File: config.mk
export PLATFORM = sky130hd
export DESIGN_NAME = seq_alu
export DESIGN_NICKNAME = d
export VERILOG_FILES = /design/src/rtl/seq_alu_pkg.sv /design/src/rtl/seq_alu_mul.sv /design/src/rtl/seq_alu.sv
export SDC_FILE = /design/constraint.sdc
export NUM_CORES = 1
export LEC_CHECK = 0
export CORE_MARGIN = 2
export CORE_UTILIZATION = 55
export DETAILED_ROUTE_END_ITERATION = 16
export PLACE_DENSITY = 0.82
export SYNTH_ARGS = -nofsm -noshare
export SYNTH_HDL_FRONTEND = slang
export SYNTH_HIERARCHICAL = 1
export SYNTH_SLANG_ARGS = --single-unit
File: constraint.sdc
create_clock -name clk -period 4.3 [get_ports clk]
set_input_delay 0.86 -clock clk [delete_from_list [all_inputs] [get_ports clk]]
set_output_delay 0.86 -clock clk [all_outputs]
set_load 0.01 [all_outputs]
File: src/rtl/seq_alu_pkg.sv
// Shared types for the sequential ALU: opcode encoding, FSM states, flag bundle.
// Build option: SEQ_ALU_MUL_EN enables the iterative multiplier (MUL opcode).
package seq_alu_pkg;

  localparam int ALU_OPW = 4;

  // Codes 0xC..0xF are illegal; MUL is illegal too when the multiplier is absent.
  typedef enum logic [ALU_OPW-1:0] {
    OP_ADD  = 4'h0,
    OP_ADDC = 4'h1,
    OP_SUB  = 4'h2,
    OP_SUBC = 4'h3,
    OP_AND  = 4'h4,
    OP_OR   = 4'h5,
    OP_XOR  = 4'h6,
    OP_NAND = 4'h7,
    OP_SHL  = 4'h8,
    OP_SHR  = 4'h9,
    OP_ASR  = 4'hA,
    OP_MUL  = 4'hB
  } alu_op_t;

  typedef enum logic [1:0] {
    IDLE = 2'd0,
    BUSY = 2'd1,
    HOLD = 2'd2
  } alu_state_t;

  typedef struct packed {
    logic zero;
    logic carry;
    logic neg;
    logic ovf;
    logic err;
  } alu_flags_t;

endpackage

File: src/rtl/seq_alu_mul.sv
// Iterative unsigned shift-add multiplier: one partial product per cycle,
// WIDTH cycles after start. The product is presented combinationally in the
// cycle done is high so the caller can register it on that same edge.
module seq_alu_mul #(
  parameter int WIDTH = 8
) (
  input  logic               clk,
  input  logic               rst_n,
  input  logic               start,
  input  logic [WIDTH-1:0]   a,
  input  logic [WIDTH-1:0]   b,
  output logic               done,
  output logic [2*WIDTH-1:0] prod
);

  localparam int CW = $clog2(WIDTH);

  logic               busy_q, busy_d;
  logic [2*WIDTH-1:0] acc_q, acc_d;
  logic [2*WIDTH-1:0] mcand_q, mcand_d;
  logic [WIDTH-1:0]   mplier_q, mplier_d;
  logic [CW-1:0]      cnt_q, cnt_d;
  logic [2*WIDTH-1:0] acc_step;

  // Accumulate the current partial product; load fresh operands on start.
  always_comb begin
    busy_d   = busy_q;
    acc_d    = acc_q;
    mcand_d  = mcand_q;
    mplier_d = mplier_q;
    cnt_d    = cnt_q;
    acc_step = acc_q + (mplier_q[0] ? mcand_q : '0);
    done     = busy_q && (cnt_q == CW'(WIDTH-1));
    prod     = acc_step;
    if (start) begin
      busy_d   = 1'b1;
      acc_d    = '0;
      mcand_d  = {{WIDTH{1'b0}}, a};
      mplier_d = b;
      cnt_d    = '0;
    end else if (busy_q) begin
      acc_d    = acc_step;
      mcand_d  = mcand_q << 1;
      mplier_d = mplier_q >> 1;
      cnt_d    = cnt_q + 1'b1;
      if (done) busy_d = 1'b0;
    end
  end

  // Datapath registers, cleared on reset so an aborted multiply leaves nothing behind.
  always_ff @(posedge clk or negedge rst_n) begin
    if (!rst_n) begin
      busy_q   <= 1'b0;
      acc_q    <= '0;
      mcand_q  <= '0;
      mplier_q <= '0;
      cnt_q    <= '0;
    end else begin
      busy_q   <= busy_d;
      acc_q    <= acc_d;
      mcand_q  <= mcand_d;
      mplier_q <= mplier_d;
      cnt_q    <= cnt_d;
    end
  end

endmodule

File: src/rtl/seq_alu.sv
// Sequential ALU with valid/ready handshakes on both sides. Single-cycle ops
// register their result on the edge after acceptance; MUL (only when
// SEQ_ALU_MUL_EN is defined) runs through the iterative multiplier. A result
// is held until consumed; a new op may be accepted in the consuming cycle.
module seq_alu
  import seq_alu_pkg::*;
#(
  parameter int WIDTH = 8,
  parameter int OPW   = ALU_OPW
) (
  input  logic             clk,
  input  logic             rst_n,
  input  logic             in_valid,
  output logic             in_ready,
  input  logic [OPW-1:0]   opcode,
  input  logic [WIDTH-1:0] alu_in1,
  input  logic [WIDTH-1:0] alu_in2,
  output logic             out_valid,
  input  logic             out_ready,
  output logic [WIDTH-1:0] alu_out,
  output logic [WIDTH-1:0] alu_out_hi,
  output logic             zero,
  output logic             carry,
  output logic             neg,
  output logic             ovf,
  output logic             err
);

  localparam int SHW = $clog2(WIDTH);

  alu_state_t       state_q, state_d;
  logic [WIDTH-1:0] out_q, out_d;
  alu_flags_t       flags_q, flags_d;
  logic             cflag_q, cflag_d;

  alu_op_t          op;
  logic             accept;
  logic             cin;
  logic [SHW-1:0]   sh;
  logic [WIDTH:0]   sum, dif, shl_x, shr_x, asr_x;
  logic [WIDTH-1:0] c_out;
  alu_flags_t       c_flags;

`ifdef SEQ_ALU_MUL_EN
  logic               is_mul;
  logic               mul_start;
  logic               mul_done;
  logic [2*WIDTH-1:0] mul_prod;
  logic [WIDTH-1:0]   hi_q, hi_d;

  assign is_mul = (op == OP_MUL);

  seq_alu_mul #(.WIDTH(WIDTH)) u_mul (
    .clk   (clk),
    .rst_n (rst_n),
    .start (mul_start),
    .a     (alu_in1),
    .b     (alu_in2),
    .done  (mul_done),
    .prod  (mul_prod)
  );

  assign alu_out_hi = hi_q;
`else
  assign alu_out_hi = '0;
`endif

  assign op        = alu_op_t'(opcode);
  assign in_ready  = (state_q == IDLE) || ((state_q == HOLD) && out_ready);
  assign accept    = in_valid && in_ready;
  assign out_valid = (state_q == HOLD);
  assign alu_out   = out_q;
  assign zero      = flags_q.zero;
  assign carry     = flags_q.carry;
  assign neg       = flags_q.neg;
  assign ovf       = flags_q.ovf;
  assign err       = flags_q.err;

  // Shared arithmetic/shift datapath. Shifts work on a vector one bit wider so
  // the extra bit holds the last bit shifted out (0 when the amount is 0).
  always_comb begin
    cin   = ((op == OP_ADDC) || (op == OP_SUBC)) ? cflag_q : 1'b0;
    sh    = alu_in2[SHW-1:0];
    sum   = {1'b0, alu_in1} + {1'b0, alu_in2} + {{WIDTH{1'b0}}, cin};
    dif   = {1'b0, alu_in1} - {1'b0, alu_in2} - {{WIDTH{1'b0}}, cin};
    shl_x = {1'b0, alu_in1} << sh;
    shr_x = {alu_in1, 1'b0} >> sh;
    asr_x = $signed({alu_in1, 1'b0}) >>> sh;
  end

  // Single-cycle result and flags; anything not handled here reports err.
  always_comb begin
    c_out   = '0;
    c_flags = '0;
    case (op)
      OP_ADD, OP_ADDC: begin
        c_out         = sum[WIDTH-1:0];
        c_flags.carry = sum[WIDTH];
        c_flags.ovf   = (alu_in1[WIDTH-1] == alu_in2[WIDTH-1]) &&
                        (sum[WIDTH-1] != alu_in1[WIDTH-1]);
      end
      OP_SUB, OP_SUBC: begin
        c_out         = dif[WIDTH-1:0];
        c_flags.carry = dif[WIDTH];
        c_flags.ovf   = (alu_in1[WIDTH-1] != alu_in2[WIDTH-1]) &&
                        (dif[WIDTH-1] != alu_in1[WIDTH-1]);
      end
      OP_AND:  c_out = alu_in1 & alu_in2;
      OP_OR:   c_out = alu_in1 | alu_in2;
      OP_XOR:  c_out = alu_in1 ^ alu_in2;
      OP_NAND: c_out = ~(alu_in1 & alu_in2);
      OP_SHL: begin
        c_out         = shl_x[WIDTH-1:0];
        c_flags.carry = shl_x[WIDTH];
      end
      OP_SHR: begin
        c_out         = shr_x[WIDTH:1];
        c_flags.carry = shr_x[0];
      end
      OP_ASR: begin
        c_out         = asr_x[WIDTH:1];
        c_flags.carry = asr_x[0];
      end
      default: c_flags.err = 1'b1;
    endcase
    if (!c_flags.err) begin
      c_flags.zero = (c_out == '0);
      c_flags.neg  = c_out[WIDTH-1];
    end
  end

  // Control FSM: accept, launch or complete an op, and hold the result until consumed.
  always_comb begin
    state_d = state_q;
    out_d   = out_q;
    flags_d = flags_q;
    cflag_d = cflag_q;
`ifdef SEQ_ALU_MUL_EN
    hi_d      = hi_q;
    mul_start = 1'b0;
`endif
    case (state_q)
`ifdef SEQ_ALU_MUL_EN
      BUSY: begin
        if (mul_done) begin
          out_d         = mul_prod[WIDTH-1:0];
          hi_d          = mul_prod[2*WIDTH-1:WIDTH];
          flags_d       = '0;
          flags_d.zero  = (mul_prod == '0);
          flags_d.carry = |mul_prod[2*WIDTH-1:WIDTH];
          flags_d.neg   = mul_prod[WIDTH-1];
          cflag_d       = |mul_prod[2*WIDTH-1:WIDTH];
          state_d       = HOLD;
        end
      end
`endif
      default: begin
        if (accept) begin
`ifdef SEQ_ALU_MUL_EN
          if (is_mul) begin
            mul_start = 1'b1;
            state_d   = BUSY;
          end else begin
            out_d   = c_out;
            hi_d    = '0;
            flags_d = c_flags;
            if (!c_flags.err) cflag_d = c_flags.carry;
            state_d = HOLD;
          end
`else
          out_d   = c_out;
          flags_d = c_flags;
          if (!c_flags.err) cflag_d = c_flags.carry;
          state_d = HOLD;
`endif
        end else if ((state_q == HOLD) && out_ready) begin
          state_d = IDLE;
        end
      end
    endcase
  end

  // State, result and carry registers.
  always_ff @(posedge clk or negedge rst_n) begin
    if (!rst_n) begin
      state_q <= IDLE;
      out_q   <= '0;
      flags_q <= '0;
      cflag_q <= 1'b0;
    end else begin
      state_q <= state_d;
      out_q   <= out_d;
      flags_q <= flags_d;
      cflag_q <= cflag_d;
    end
  end

`ifdef SEQ_ALU_MUL_EN
  // High half of the product, cleared for every non-MUL result.
  always_ff @(posedge clk or negedge rst_n) begin
    if (!rst_n) hi_q <= '0;
    else        hi_q <= hi_d;
  end
`endif

endmodule

==> results.ini <==
[sta]
rsz0062_at_grt=no
slew_viol_final=0
hold_ws_ns=0.4896
fin_skew_ns=0.002902
fin_crit_ns=3.914
slew_headroom_pct=51.78
tightestPinTransition_ns=0.7214
period_share_pct=91.01
setup_viol=0
hold_violations=0
fmax_mhz=255.5
postLayoutSetupSlackWorst_ns=0.3864
finalSetupTns_ns=0

[setup_path]
crit_path_end_kind=flip-flop
cp.required_ns=4.44
r2r_cells=10
critPathLaunch=opcode[2]
r2r-start=cflag_q
critPathKind=in2reg
crit_arrival_ns=4.05
rrSetupSlack_ns=1.36
r2r_end=neg
cp-start-kind=input pin
crit_fanout=3

[power]
pwr-share-seq_pct=25.4
combinationalPowerShare_pct=58.6
ir_drop_mv=0.1322
leakagePower_nw=1.414
powerDensity_nw_per_um2=209.7
cell_internal_pwr_mw=0.4107
swShare_pct=40.50
clkPwrFrac_pct=16.1
p_total_mw=0.6902
p_switching_mw=0.2795

[placed_design]
placed_area_um2=3246
io_buffers=38
dp_slack_ns=0.1787
place_inst=461
gp_congestion=0.9662
hpwl_um=6273

[synthesis]
synth_commonest_cells=nand2_1, ha_1, inv_1, nor2_1, o21ai_0
yosysTopAreaCell=ha_1
synthDistinctLibCells=63
synth_edf_count=0
synth.avg_cell_area_um2=7.783
synth.most_common_cell=nand2_1
ys.flop_type=dfrtp_1
synthTopCellsByArea=ha_1, dfrtp_1, mux4_2
ys_async_sr_fraction_pct=100.0
syn_inst=363
ys_ff_latch=15
netlist_area_um2=2825
ys_warn_count=6
yosys.area.top_type_share_pct=13.73
yosysSeqAreaShare_pct=13.29

[grt]
grt_pass1_vias=2629
grt_max_degree=35
grt_first_pass_wirelength_um=12610
grtUsageTotal_pct=28.74
antenna_found_initial=0
grt_overflow=0

[clock_network]
cts_tree=yes
holdBufCountCts=0
cts.htree.levels=1
post_cts_resize_count=0
numCtsBuffers=3
cts_max_path_buffers=2
clockRootBuffer=clkbuf_8
clock_latency_ns=0.24
cts_setup_buffers=0
clk_pin_slew_ns=0.06
clock_sinks=15

[finish]
final_cells=465
area_growth_pct=16.52
fin_nets=455
n_fill_cell=460
drive_gt1_share_pct=8.608
diodes=0
stdcell_area_um2=3292
final_core_util_pct=65.29

[die]
coreArea_um2=5042
rows=26
start_util_pct=56.03
dieArea_um2=5726
die_y_um=75.67
chipWidth_um=75.67
pin_count=47

[hold_path]
hold_path_depth=1
hold_path_class=reg2reg
hold_end=neg
min-delay-start=neg

[drt]
dr.pass1.iters=5
post_drt_wl_per_cell_um=17.13
vias=2904
via_per_inst=6.245
drtAntennaViolNets=0
drt_iter0_markers=362
wirelength_um=7966
drc=0

[run]
max_cap_viol_count=0

[run_status]
status=finished, final reports clean

==> sequential cells by signal, summed over array words and instances, names as in the netlist <==
register,flops
alu_out,8
carry,1
cflag_q,1
err,1
neg,1
ovf,1
state_q,1
zero,1
==> logic make-up (layout without fill, tap and decap cells) <==
logic type                 Yosys count  in the layout  share of synthesized area [%]
and+or+nand+nor                    114            114                          20.15
buffers and inverters               61             86                          10.32
AOI/OAI and AO/OA                  107            107                          26.71
xor gates and xnor gates            12             12                          3.720
adders and majority gates           35             35                          16.56
other                                1              8                         0.1327
DFF                                 15             15                          13.29
muxes                               18             18                          9.123
==> how the worst max path moves through the flow <==
stage | slack, ns | cells past startpoint | endpoint
3_3_place_gp | 0.31 | 11 | neg
5_1_grt | 0.24 | 13 | zero
6_report | 0.39 | 12 | neg
2_1_floorplan | 0.79 | 12 | zero
3_5_place_dp | 0.18 | 12 | neg
4_1_cts | 0.42 | 12 | neg
==> metal layers <==
layer | GRT usage, % | up-vias | wire [um]
met5 | 0 | - | 0
li1 | - | 1373 | -
met3 | 2.778 | 19 | 662
met1 | 38.93 | 1346 | 3357
met4 | 7.992 | 0 | 163
met2 | 48.79 | 166 | 3782
==> power groups by stage <==
stage               clock network (mW)  logic, mW  registers, mW
floorplan                            0      0.253          0.186
global placement                     0      0.392          0.177
detailed placement                   0      0.397          0.178
CTS                              0.114      0.398          0.175
global route                     0.118      0.446          0.177
finish                           0.111      0.404          0.175
==> area by class of cell <==
class / instances / area (um^2) / area share (%)
Timing Repair Buffer: 52 / 485.5 / 14.75
Multi-Input combinational cell: 294 / 2185 / 66.36
Inverter: 30 / 112.6 / 3.421
Clock buffer: 3 / 41.29 / 1.254
Tap cell: 70 / 87.58 / 2.661
Sequential cell: 15 / 375.4 / 11.40
Clock inverter: 1 / 5.005 / 0.1520
==> cells in the final DEF, fill, tap and decap left out, types with 2 or more instances in the layout <==
cell | Yosys | layout
a2111oi_0 | 2 | 2
a211oi_1 | 10 | 10
a211oi_2 | 2 | 2
a21o_1 | 5 | 5
a21oi_1 | 18 | 18
a221o_1 | 3 | 3
a22o_1 | 4 | 4
a22oi_1 | 2 | 2
buf_4 | 9 | 14
clkbuf_8 | 0 | 3
clkdlybuf4s50_1 | 0 | 38
conb_1 | 1 | 8
dfrtp_1 | 15 | 15
fa_1 | 4 | 4
ha_1 | 31 | 31
inv_1 | 28 | 28
mux2_2 | 2 | 2
mux2i_1 | 10 | 10
mux4_2 | 6 | 6
nand2_1 | 35 | 35
nand2b_1 | 6 | 6
nand3_1 | 8 | 8
nand3b_1 | 4 | 4
nor2_1 | 26 | 26
nor2b_1 | 7 | 7
nor3_1 | 12 | 12
nor4_1 | 4 | 4
o2111ai_1 | 3 | 3
o211ai_1 | 16 | 16
o21a_1 | 3 | 3
o21ai_0 | 19 | 19
o21ai_1 | 4 | 4
o221ai_1 | 3 | 3
xnor2_1 | 6 | 6
xor2_1 | 6 | 6
==> worst max-delay path, cell delays in order <==
cell	delay (ns)
clkdlybuf4s50_1	0.43
nor2_1	0.24
nand3_1	0.19
fa_1	0.43
ha_1	0.31
a211oi_2	0.33
o211ai_1	0.14
nand3b_1	0.10
a21oi_1	0.09
a2111oi_0	0.61
nor2_1	0.14
a21o_1	0.18
Power figures use the tool's default switching activity.
==> RTL edit (config.mk and constraints unchanged) <==
Build with the macro `SEQ_ALU_MUL_EN` defined.
--- a/src/rtl/seq_alu.sv
+++ b/src/rtl/seq_alu.sv
@@ -2,6 +2,8 @@
 // register their result on the edge after acceptance; MUL (only when
 // SEQ_ALU_MUL_EN is defined) runs through the iterative multiplier. A result
 // is held until consumed; a new op may be accepted in the consuming cycle.
+`define SEQ_ALU_MUL_EN
+
 module seq_alu
   import seq_alu_pkg::*;
 #(
Check against the original RTL: not equivalent (Yosys sat finds a counterexample within 4 cycles, from zero or initial values and one cycle with rst_n low).
==> RTL edit against the original RTL <==
  * Synthesized area up 120%
  * Final area increased by 120%
  * Worst setup slack gained 0.086 ns
  * Synthesized cell count is 95% higher
  * Sequential cell count grew 53
  * Wire length rose by 110%
  * Hold slack lost 0.022 ns
  * Highest routed layer unchanged
Power is left out: it rests on default switching activity, and per cell area and clock period it moved more than threefold.
==> RTL edit: results <==
[placement]
post_dp_cell_area_mm2 = 0.006844
place_ws_ns = 0.1723
place_inst = 878
gp_congestion = 0.9794
io_buffers = 46
hpwl_um = 12840

[synthesis]
synth-adder-area-share = 0.1130
yosys_warnings = 6
synth_xor_area_frac = 0.03250
synth_common_cells = "76 x nand2_1, 68 x dfrtp_1, 52 x nor2_1"
synthTopCellsByArea = "dfrtp_1 27%, ha_1 9.7%, mux2i_1 8.1%"
ys_types = 78
ys.flop_type = "dfrtp_1"
synth_nets = 786
seq_area_frac_synth = 0.2745
async_flop_share = 1.000
synthCells = 709
synth_compound_area_frac = 0.1869
synth-edff-count = 0
synthMuxAreaShare = 0.1304

[clock_network]
cts_buffers = 9
cts_root_buffer = "clkbuf_16"
cts_setup_buffers = 0
clockBufferDepth = 2
cts_resized = 0
cts_max_level = 3
insertion_delay_ns = 0.33
path_clk_slew_ns = 0.05

[layout]
diodes = 0
top_regs = "u_mul/acc_q (16), u_mul/mcand_q (16)"
nets = 826
layout-drive-gt1-share = 0.09549
final_cells = 894
fillers = 936

[global_routing]
grt_pass1_vias = 5371
grt_pass1_wl_um = 27190
track_usage = 0.2909
grt_antenna_before_repair = 0
grt_max_degree = 53

[setup_path]
critical_path.top_delay_family = "compound AO/OA/AOI/OAI gates"
r2r_setup_slack_ns = 0.61
crit_path_max_fanout = 3
cpPeakStageDelay_ns = 0.46
cp.arrival_ns = 4.05
crit_slowest_cell = "fa_1"

[route]
first_iter_violations = 470
first_pass_iters = 5
wl_um = 16840
vias = 5565

[timing]
slew_headroom = 0.4970
holdWs_ns = 0.4672
clock_skew_ns = 0.003976
max_freq_mhz = 261.3

[hold_path]
hp-class = "flop to flop"

[status]
outcome = "completed"
==> RTL edit: layer usage <==
| layer | GRT usage | wire length (um) | up-vias |
|---|---|---|---|
| li1 | - | - | 2634 |
| met1 | 0.3566 | 6939 | 2674 |
| met5 | 0 | 0 | - |
| met4 | 0.1500 | 746 | 0 |
| met3 | 0.03821 | 881 | 47 |
| met2 | 0.4996 | 8267 | 210 |
==> RTL edit: layout make-up <==
type | instances | area [um2] | area share
Timing Repair Buffer | 75 | 685.7 | 0.09594
Tap cell | 140 | 175.2 | 0.02451
Inverter | 33 | 123.9 | 0.01733
Clock inverter | 6 | 63.81 | 0.008929
Multi-Input combinational cell | 562 | 4156 | 0.5816
Sequential cell | 68 | 1703 | 0.2383
Clock buffer | 10 | 239.0 | 0.03344
==> RTL edit: worst reg2reg max path: stages (launching register included) <==
cell and delay [ns]:
dfrtp_1 0.39, and2_1 0.17, ha_1 0.23, fa_1 0.44, a21oi_1 0.23, nand4b_1 0.18, a21oi_2 0.09, a311oi_4 0.30
buf_4 0.18, xnor2_1 0.12, nor4_1 0.40, a21oi_1 0.14, nor2_1 0.18, o2111ai_1 0.13, o21ai_0 0.26, a21oi_1 0.12
==> RTL edit: path summary, 6_finish.rpt <==
check	startpoint	cells past startpoint	to
max	opcode[2]	14	ovf$_DFFE_PN0P_
min	alu_out_hi[6]$_DFFE_PN0P_	2	alu_out_hi[6]$_DFFE_PN0P_
max reg2reg	u_mul/mcand_q[0]$_DFFE_PN0P_	15	cflag_q$_DFFE_PN0P_
min reg2reg	alu_out_hi[6]$_DFFE_PN0P_	2	alu_out_hi[6]$_DFFE_PN0P_
max in group asynchronous	rst_n	2	u_mul/busy_q$_DFF_PN0_
min in group asynchronous	rst_n	1	u_mul/mcand_q[14]$_DFFE_PN0P_
